==> src/rtl/byte_pair_packer.sv <==
`default_nettype none
// ============================================================================
// Module      : byte_pair_packer
// Description : Packs an 8-bit byte stream into 16-bit words carried on a
//               valid/ready stream. A packet whose final byte arrives as the
//               first byte of a pair is padded with PAD in the empty lane.
//               A DEPTH-word circular FIFO sits between the packer and the
//               output so producer and consumer back-pressure are decoupled.
// Parameters  : SWAP  - 1: first byte in out_data[15:8]; 0: in out_data[7:0]
//               DEPTH - output FIFO depth in words (power of two, >= 2)
//               PAD   - filler byte for the empty lane of a padded word
// Ports       : CLK        in   clock, all state changes on rising edge
//               RESET      in   synchronous active-high reset
//               in_data    in   [7:0] input byte
//               in_valid   in   in_data/in_last valid
//               in_last    in   byte is the final byte of a packet
//               in_ready   out  byte accepted when in_valid && in_ready
//               out_data   out  [15:0] packed word at FIFO head
//               out_valid  out  FIFO non-empty
//               out_last   out  word holds the final byte of a packet
//               out_pad    out  word holds one real byte plus PAD
//               out_ready  in   word consumed when out_valid && out_ready
// Revision    : 1.0 - initial release
// ============================================================================
module byte_pair_packer #(
  parameter bit         SWAP  = 1'b1,
  parameter int         DEPTH = 2,
  parameter logic [7:0] PAD   = 8'h00
) (
  input  logic        CLK,
  input  logic        RESET,
  input  logic [7:0]  in_data,
  input  logic        in_valid,
  input  logic        in_last,
  output logic        in_ready,
  output logic [15:0] out_data,
  output logic        out_valid,
  output logic        out_last,
  output logic        out_pad,
  input  logic        out_ready
);

  localparam int              c_AW      = $clog2(DEPTH);
  localparam int              c_EW      = 18;  // {data[15:0], last, pad}
  localparam logic [c_AW:0]   c_FULL    = (c_AW + 1)'(DEPTH);
  localparam logic [c_AW:0]   c_CNT_ONE = (c_AW + 1)'(1);
  localparam logic [c_AW-1:0] c_PTR_ONE = c_AW'(1);

  typedef enum logic [0:0] {
    ST_EMPTY = 1'b0,
    ST_HALF  = 1'b1
  } state_t;

  state_t            r_state;
  state_t            w_state_nxt;
  logic [7:0]        r_held;
  logic [c_EW-1:0]   r_mem [DEPTH];
  logic [c_AW-1:0]   r_wr_ptr;
  logic [c_AW-1:0]   r_rd_ptr;
  logic [c_AW:0]     r_count;

  logic              w_accept;
  logic              w_push;
  logic              w_pop;
  logic              w_load;
  logic [15:0]       w_word;
  logic              w_word_last;
  logic              w_word_pad;

  // Ready depends on registered occupancy only. Blocking every byte when
  // full (even one that would only be held) keeps in_ready free of any
  // path from in_last or out_ready.
  assign in_ready  = (r_count != c_FULL);
  assign out_valid = (r_count != '0);
  assign w_accept  = in_valid && in_ready;
  assign w_pop     = out_valid && out_ready;

  // The head entry drives the outputs directly, so they stay stable for as
  // long as the head is not popped.
  assign out_data  = r_mem[r_rd_ptr][17:2];
  assign out_last  = r_mem[r_rd_ptr][1];
  assign out_pad   = r_mem[r_rd_ptr][0];

  // --------------------------------------------------------------------------
  // Packer FSM
  // --------------------------------------------------------------------------
  always_ff @(posedge CLK) begin
    if (RESET) begin
      r_state <= ST_EMPTY;
    end else begin
      r_state <= w_state_nxt;
    end
  end

  always_comb begin
    w_state_nxt = r_state;
    w_push      = 1'b0;
    w_load      = 1'b0;
    w_word      = '0;
    w_word_last = 1'b0;
    w_word_pad  = 1'b0;
    if (w_accept) begin
      case (r_state)
        ST_EMPTY: begin
          if (in_last) begin
            // Single-byte tail: emit immediately with PAD in the other lane.
            w_push      = 1'b1;
            w_word      = SWAP ? {in_data, PAD} : {PAD, in_data};
            w_word_last = 1'b1;
            w_word_pad  = 1'b1;
          end else begin
            w_load      = 1'b1;
            w_state_nxt = ST_HALF;
          end
        end
        ST_HALF: begin
          w_push      = 1'b1;
          w_word      = SWAP ? {r_held, in_data} : {in_data, r_held};
          w_word_last = in_last;
          w_state_nxt = ST_EMPTY;
        end
        default: begin
          w_state_nxt = ST_EMPTY;
        end
      endcase
    end
  end

  always_ff @(posedge CLK) begin
    if (RESET) begin
      r_held <= '0;
    end else if (w_load) begin
      r_held <= in_data;
    end
  end

  // --------------------------------------------------------------------------
  // Output FIFO (pointers wrap naturally since DEPTH is a power of two)
  // --------------------------------------------------------------------------
  always_ff @(posedge CLK) begin
    if (RESET) begin
      for (int i = 0; i < DEPTH; i++) begin
        r_mem[i] <= '0;
      end
      r_wr_ptr <= '0;
      r_rd_ptr <= '0;
      r_count  <= '0;
    end else begin
      if (w_push) begin
        r_mem[r_wr_ptr] <= {w_word, w_word_last, w_word_pad};
        r_wr_ptr        <= r_wr_ptr + c_PTR_ONE;
      end
      if (w_pop) begin
        r_rd_ptr <= r_rd_ptr + c_PTR_ONE;
      end
      case ({w_push, w_pop})
        2'b10:   r_count <= r_count + c_CNT_ONE;
        2'b01:   r_count <= r_count - c_CNT_ONE;
        default: r_count <= r_count;
      endcase
    end
  end

endmodule
`default_nettype wire

==> config.mk <==
export PLATFORM = sky130hd
export DESIGN_NAME = byte_pair_packer
export DESIGN_NICKNAME = d
export VERILOG_FILES = /design/src/rtl/byte_pair_packer.sv
export SDC_FILE = /design/constraint.sdc
export NUM_CORES = 1
export LEC_CHECK = 0
export CORE_MARGIN = 2
export CORE_UTILIZATION = 30
export CTS_BUF_LIST = sky130_fd_sc_hd__clkbuf_2 sky130_fd_sc_hd__clkbuf_4 sky130_fd_sc_hd__clkbuf_8
export DETAILED_ROUTE_END_ITERATION = 10
export PLACE_DENSITY = 0.56
export SYNTH_ARGS = -nofsm -noshare
export SYNTH_HDL_FRONTEND = slang
export SYNTH_SLANG_ARGS = --single-unit
==> constraint.sdc <==
create_clock -name CLK -period 2.3 [get_ports CLK]
set_input_delay 0.46 -clock CLK [delete_from_list [all_inputs] [get_ports CLK]]
set_output_delay 0.46 -clock CLK [all_outputs]
set_load 0.01 [all_outputs]
==> metrics.csv, run 1 <==
stage,metric,value,unit
floorplan,Row Count,32,
routing,DRT antenna net count,0,
timing,"Slew Viols, Final",0,
timing,"Hold Vio Cnt, Final",0,
critical_path,WS Path Type,flip-flop to output pin,
grt,Congestion Overflow GR,0,
cts,cts hold-fix bufs,0,
grt,All-Layer GR Usage,12.4,%
critical_path,crit path capture type,output pin,
floorplan,Die Y-Extent,92.1,µm
floorplan,Initial Util,30.6,%
synth,#FFs+latches synth,50,
placement,RD Place Congestion,0.741,
critical_path,Critical Path Fanout Max,18,
floorplan,Ports,33,
grt,vias in the first global route,1640,
cts,H-tree depth,2,
routing,initial DRC count,78,
floorplan,Core Region,7610,µm²
routing,drt first pass iters,4,
cells_and_area,Area growth syn-to-layout,26.3,%
floorplan,Total Die Area,8480,µm²
cts,clk buf depth,2,
timing,fmax,466,MHz
routing,via count,1589,
cts,cts bufs inserted,5,
critical_path,worst endpoint data arrival time,1.69,ns
grt,largest net degree at the start of global routing,19,
placement,Buffers on Ports,32,
grt,GR peak layer,met2,
critical_path,Setup crit start kind,flip-flop,
grt,first-pass GRT wire length,8120,µm
worst_hold_path,hold crit path type,flip-flop to flip-flop,
timing,clk_skew,0.00717,ns
cells_and_area,diode count,0,
cts,CTS tree,yes,
synth,mapped cell area,2330,µm²
grt,GRT met2 Usage,19.9,%
cells_and_area,nets,253,
cts,# clock sinks,50,
synth,cells after synthesis,199,
timing,RSZ-0062 raised after global routing,no,
timing,setup tns final,0,ns
synth,Synthesized Nets,213,
floorplan,Die Wd,92.1,µm
timing,Slew HR,74.8,%
synth,Synth Area per Inst,11.7,µm²
placement,Place WS,0.0970,ns
placement,Post-DP HPWL,3510,µm
cts,Worst-path clk slew,0.09,ns
timing,final worst path period share,93.3,%
routing,Final Routed Wirelength,4850,µm
synth,Cell variety after synth,28,
routing,Via density,4.65,
routing,DRC Markers,0,
timing,Finish-stage setup viols,0,
grt,M3 GR Usage,2.71,%
grt,initial antenna violation count,0,
power_and_ir_drop,Peak VDD IR,0.000483,V
cts,Clk Tree Root Cell,clkbuf_8,
status,status,finished clean,
synth,Synthesis Warnings,0,
critical_path,Critical Path RT,1.84,ns
timing,Worst Slack Setup Final,0.155,ns
timing,Slew @ Worst Pin,0.379,ns
job,number of max-cap violations,0,
synth,sequential fraction of the synthesis area,58.5,%
routing,drt wl/cell,14.2,µm
cts,Worst-Skew Late Latency,0.30,ns
grt,M1 GR Usage,16.3,%
power_and_ir_drop,Leak Pwr,1.04,nW
timing,post-route minimum period,2.15,ns
power_and_ir_drop,Power per Cell Area,833,nW/µm²
cells_and_area,share of cells above drive strength 1,23.8,%
## cells in the mapped netlist, drive strengths merged
cell type / instances / area share [%]
nand4b: 1 / 0.38
or4: 2 / 0.64
o21a: 1 / 0.32
edfxtp: 36 / 46
nand3: 2 / 0.43
o31ai: 9 / 2.9
or2: 2 / 0.54
and3b: 8 / 3.0
clkbuf: 11 / 1.8
nand4: 8 / 2.1
a41o: 1 / 0.43
nand2: 8 / 1.3
or3: 1 / 0.27
nor2b: 1 / 0.27
nand2b: 2 / 0.54
dfxtp: 14 / 12
xor2: 1 / 0.38
xnor2: 2 / 0.75
nor2: 40 / 9.7
ha: 1 / 0.54
inv: 3 / 0.48
a21oi: 19 / 4.1
buf: 6 / 1.6
o21ai: 2 / 0.43
mux2: 18 / 8.7
## registers in the layout, indices dropped and copies added (netlist names), named ones only
| name | cells |
|---|---|
| r_mem | 36 |
| r_held | 8 |
| r_count | 2 |
| r_rd_ptr | 1 |
| r_state | 1 |
| r_wr_ptr | 1 |
## critical path: stages, from the launching register on
cell,delay [ns]
dfxtp_1,0.33
buf_6,0.20
mux2_2,0.36
clkdlybuf4s50_1,0.49
## logic make-up (layout without fill, tap and decap cells)
kind of cell	Yosys count	count (layout)	share of synthesized area, %
buf+inv	20	61	3.81
xor+xnor	3	3	1.13
mux	18	18	8.70
simple gates	75	75	19.2
fa+ha+maj	1	1	0.537
flops	50	50	58.5
compound gates	32	32	8.17
## placed cells by master, fill, tap and decap left out, drive strengths merged
| master | count |
|---|---|
| buf | 18 |
| nor2 | 40 |
| xnor2 | 2 |
| or3 | 1 |
| o21a | 1 |
| a21oi | 19 |
| dfxtp | 14 |
| nand2 | 8 |
| nand3 | 2 |
| and3b | 8 |
| xor2 | 1 |
| clkinvlp | 1 |
| clkbuf | 5 |
| nand2b | 2 |
| inv | 3 |
| nor2b | 1 |
| ha | 1 |
| clkinv | 2 |
| a41o | 1 |
| o21ai | 2 |
| or2 | 2 |
| clkdlybuf4s50 | 32 |
| nand4 | 8 |
| mux2 | 18 |
| or4 | 2 |
| edfxtp | 36 |
| o31ai | 9 |
| nand4b | 1 |
## stage by stage
stage	util [%]	std cells	hold WS [ns]	total power [mW]	cell area [µm²]
after global placement	37.4	334	0.459	1.95	2850
after CTS	38.6	342	0.476	2.48	2940
final	38.7	342	0.477	2.45	2940
after detailed placement	37.4	334	0.463	1.96	2850
after global routing	38.7	342	0.499	2.59	2940
after floorplan	-	199	0.448	1.60	2330
## path summary, 6_finish.rpt
| path | start | to | slack, ns | cells after the start |
|---|---|---|---|---|
| max | flip-flop | out_data[0] | 0.15 | 3 |
| min | r_held[0] | r_held[0] | 0.48 | 2 |
| max reg2reg | r_count[0] | r_count[1] | 0.52 | 6 |
| min reg2reg | r_held[0] | r_held[0] | 0.48 | 2 |
## layer usage
layer | vias up | share of wire [%] | routed length, µm
met5 | - | 0 | 0
met4 | 0 | 2.0 | 97
met3 | 9 | 5.4 | 260
met2 | 42 | 47 | 2280
met1 | 742 | 46 | 2210
li1 | 796 | - | -
## timing repair
item                                    4_1_cts  5_1_grt
endpoints found under the setup margin        0        3
resized for setup                             0        1
hold endpoints to repair                      0        0
setup buffers                                 0        0
## power breakdown
part           total, mW  switching [mW]  internal [mW]
Clock              0.515           0.301          0.214
Combinational      0.816           0.386          0.430
Sequential          1.12          0.0468           1.07
## area by class of cell
type / count / area, µm²
clock buffers: 5 / 68.8
clock inverters: 3 / 21.3
fillers: 755 / 4670
inverters: 3 / 11.3
multi-input cells: 129 / 878
flip-flops and latches: 50 / 1360
well taps: 102 / 128
repair buffers: 50 / 472
No activity file was read; power rests on OpenSTA's default activity.
==> run 2: changes to the inputs <==
CORE_ASPECT_RATIO = 1.1   (was unset)
CTS_BUF_LIST = sky130_fd_sc_hd__clkbuf_16   (was sky130_fd_sc_hd__clkbuf_2 sky130_fd_sc_hd__clkbuf_4 sky130_fd_sc_hd__clkbuf_8)
==> run 2 against run 1 <==
  * Via count up 0.57%
  * Clock skew down 0.00086 ns
  * Hold slack worse by 0.0050 ns
  * Fmax down 1.9%
  * First-iteration DRC count up 19%
  * Sequential power about the same
  * Cell count up 0.58%
  * Largest cell class unchanged
==> metrics.csv, run 2 (same netlist as run 1, synthesis figures left out) <==
stage,metric,value,unit
worst_hold_path,hold crit path type,flip-flop to flip-flop,
critical_path,crit path capture type,output pin,
routing,drt first pass iters,5,
timing,Fin Hold WS,0.472,ns
cts,# clock sinks,50,
cts,CTS tree,yes,
power_and_ir_drop,Peak VDD IR,0.000441,V
power_and_ir_drop,switch share,28.5,%
grt,All-Layer GR Usage,12.0,%
critical_path,WS Path Type,flip-flop to output pin,
placement,Buffers on Ports,32,
grt,first-pass GRT wire length,7690,µm
cells_and_area,"commonest non-fill, non-tap cell in the layout",edfxtp_1,
timing,post-route minimum period,2.19,ns
cells_and_area,final core occ,40.0,%
grt,Congestion Overflow GR,0,
cts,Worst-path clk slew,0.07,ns
cts,clk buf depth,2,
routing,via count,1598,
job,number of max-cap violations,0,
cells_and_area,Multi-input gate area,878,µm²
timing,Slew @ Worst Pin,0.382,ns
timing,fmax,457,MHz
timing,Worst Slack Setup Final,0.114,ns
cells_and_area,Area growth syn-to-layout,28.5,%
timing,"Slew Viols, Final",0,
placement,DP Area,2840,µm²
power_and_ir_drop,Logic pwr share,30.3,%
cts,Worst-Skew Late Latency,0.29,ns
critical_path,Setup crit start kind,flip-flop,
critical_path,Critical Path Fanout Max,18,
cts,H-tree depth,2,
grt,initial antenna violation count,0,
timing,Finish-stage setup viols,0,
routing,Via density,4.65,
cells_and_area,max reg flops,36,
cells_and_area,sequential cell area,1360,µm²
cts,cts bufs inserted,5,
cts,setup bufs post-CTS,0,
power_and_ir_drop,clock group share of total power,27.6,%
floorplan,Total Die Area,8480,µm²
timing,final worst path period share,95.0,%
placement,Place WS,0.0502,ns
power_and_ir_drop,Leak Pwr,1.06,nW
timing,Slew HR,74.5,%
grt,largest net degree at the start of global routing,26,
timing,clk_skew,0.00632,ns
power_and_ir_drop,sequential share of power,42.1,%
floorplan,Core Region,7470,µm²
critical_path,Critical Path RT,1.84,ns
cells_and_area,fill count,726,
critical_path,worst endpoint data arrival time,1.73,ns
placement,Post-DP HPWL,3330,µm
timing,"Hold Vio Cnt, Final",0,
floorplan,Initial Util,31.2,%
power_and_ir_drop,internal power,1.90,mW
cells_and_area,nets,252,
floorplan,Ports,33,
cells_and_area,"commonest non-fill, non-tap cells in the layout","36 x edfxtp_1, 32 x clkdlybuf4s50_1, 30 x nor2_1, 19 x a21oi_1, 18 x mux2_2",
routing,DRC Markers,0,
cts,Resized Gates After CTS,0,
cells_and_area,largest register by flop count,r_mem,
placement,RD Place Congestion,0.734,
status,status,finished clean,
cells_and_area,fin area,2990,µm²
timing,RSZ-0062 raised after global routing,no,
floorplan,Die Y-Extent,96.4,µm
routing,drt wl/cell,13.8,µm
cells_and_area,Top Registers,"r_mem: 36 flops, r_held: 8 flops, r_count: 2 flops",
timing,setup tns final,0,ns
power_and_ir_drop,Power per Cell Area,890,nW/µm²
power_and_ir_drop,net switching power,0.758,mW
grt,vias in the first global route,1557,
routing,DRT antenna net count,0,
cts,Clk Tree Root Cell,clkbuf_16,
cells_and_area,diode count,0,
routing,Final Routed Wirelength,4740,µm
routing,initial DRC count,93,
cells_and_area,share of cells above drive strength 1,23.4,%
floorplan,Die Wd,88,µm
cts,cts hold-fix bufs,0,
floorplan,Row Count,33,
run 2: cell count changes in the layout (fill, tap and decap cells not counted):
cell / change
clkbuf_16: +5
clkbuf_8: -5
buf_6: -1
clkinv_2: -1
inv_6: +1
run 2: worst max-delay path: stages (launching register included):
cell	delay, ns
dfxtp_1	0.31
buf_4	0.26
mux2_2	0.38
clkdlybuf4s50_1	0.48
run 2: area by class of cell:
class,instances,share of cell area (%)
inverter,3,0.376
sequential,50,45.5
clock inverter,3,0.836
multi-input combinational,129,29.3
tap,105,4.39
timing repair buffer,49,15.4
clock buffer,5,4.18
run 2: per-layer routing:
metal,share of wire (%),GRT usage [%],routed length (µm),up-vias
met2,48,19.7,2290,39
met4,0.72,4.10,34,0
met5,0,0,0,-
li1,-,-,-,793
met1,46,15.7,2180,762
met3,5.1,2.63,242,4
run 2: power groups by stage:
stage          clock, mW  combinational (mW)  sequential [mW]
6_report           0.734               0.808             1.12
5_1_grt            0.780               0.877             1.13
4_1_cts            0.748               0.820             1.12
3_5_place_dp           0               0.814             1.14
3_3_place_gp           0               0.814             1.14
2_1_floorplan          0               0.475             1.13
run 2: worst paths after layout:
| check | slack (ns) | start | endpoint | cells past startpoint |
|---|---|---|---|---|
| setup reg to reg | 0.56 | r_count[0] | r_count[1] | 6 |
| hold reg to reg | 0.47 | r_held[3] | r_held[3] | 2 |
| setup / recovery | 0.11 | flip-flop | out_data[0] | 3 |
| hold / removal | 0.47 | r_held[3] | r_held[3] | 2 |
run 2: through the flow:
stage,std cells,total power [mW]
2_1_floorplan,199,1.60
3_3_place_gp,336,1.95
3_5_place_dp,336,1.96
4_1_cts,344,2.69
5_1_grt,344,2.79
6_report,344,2.66
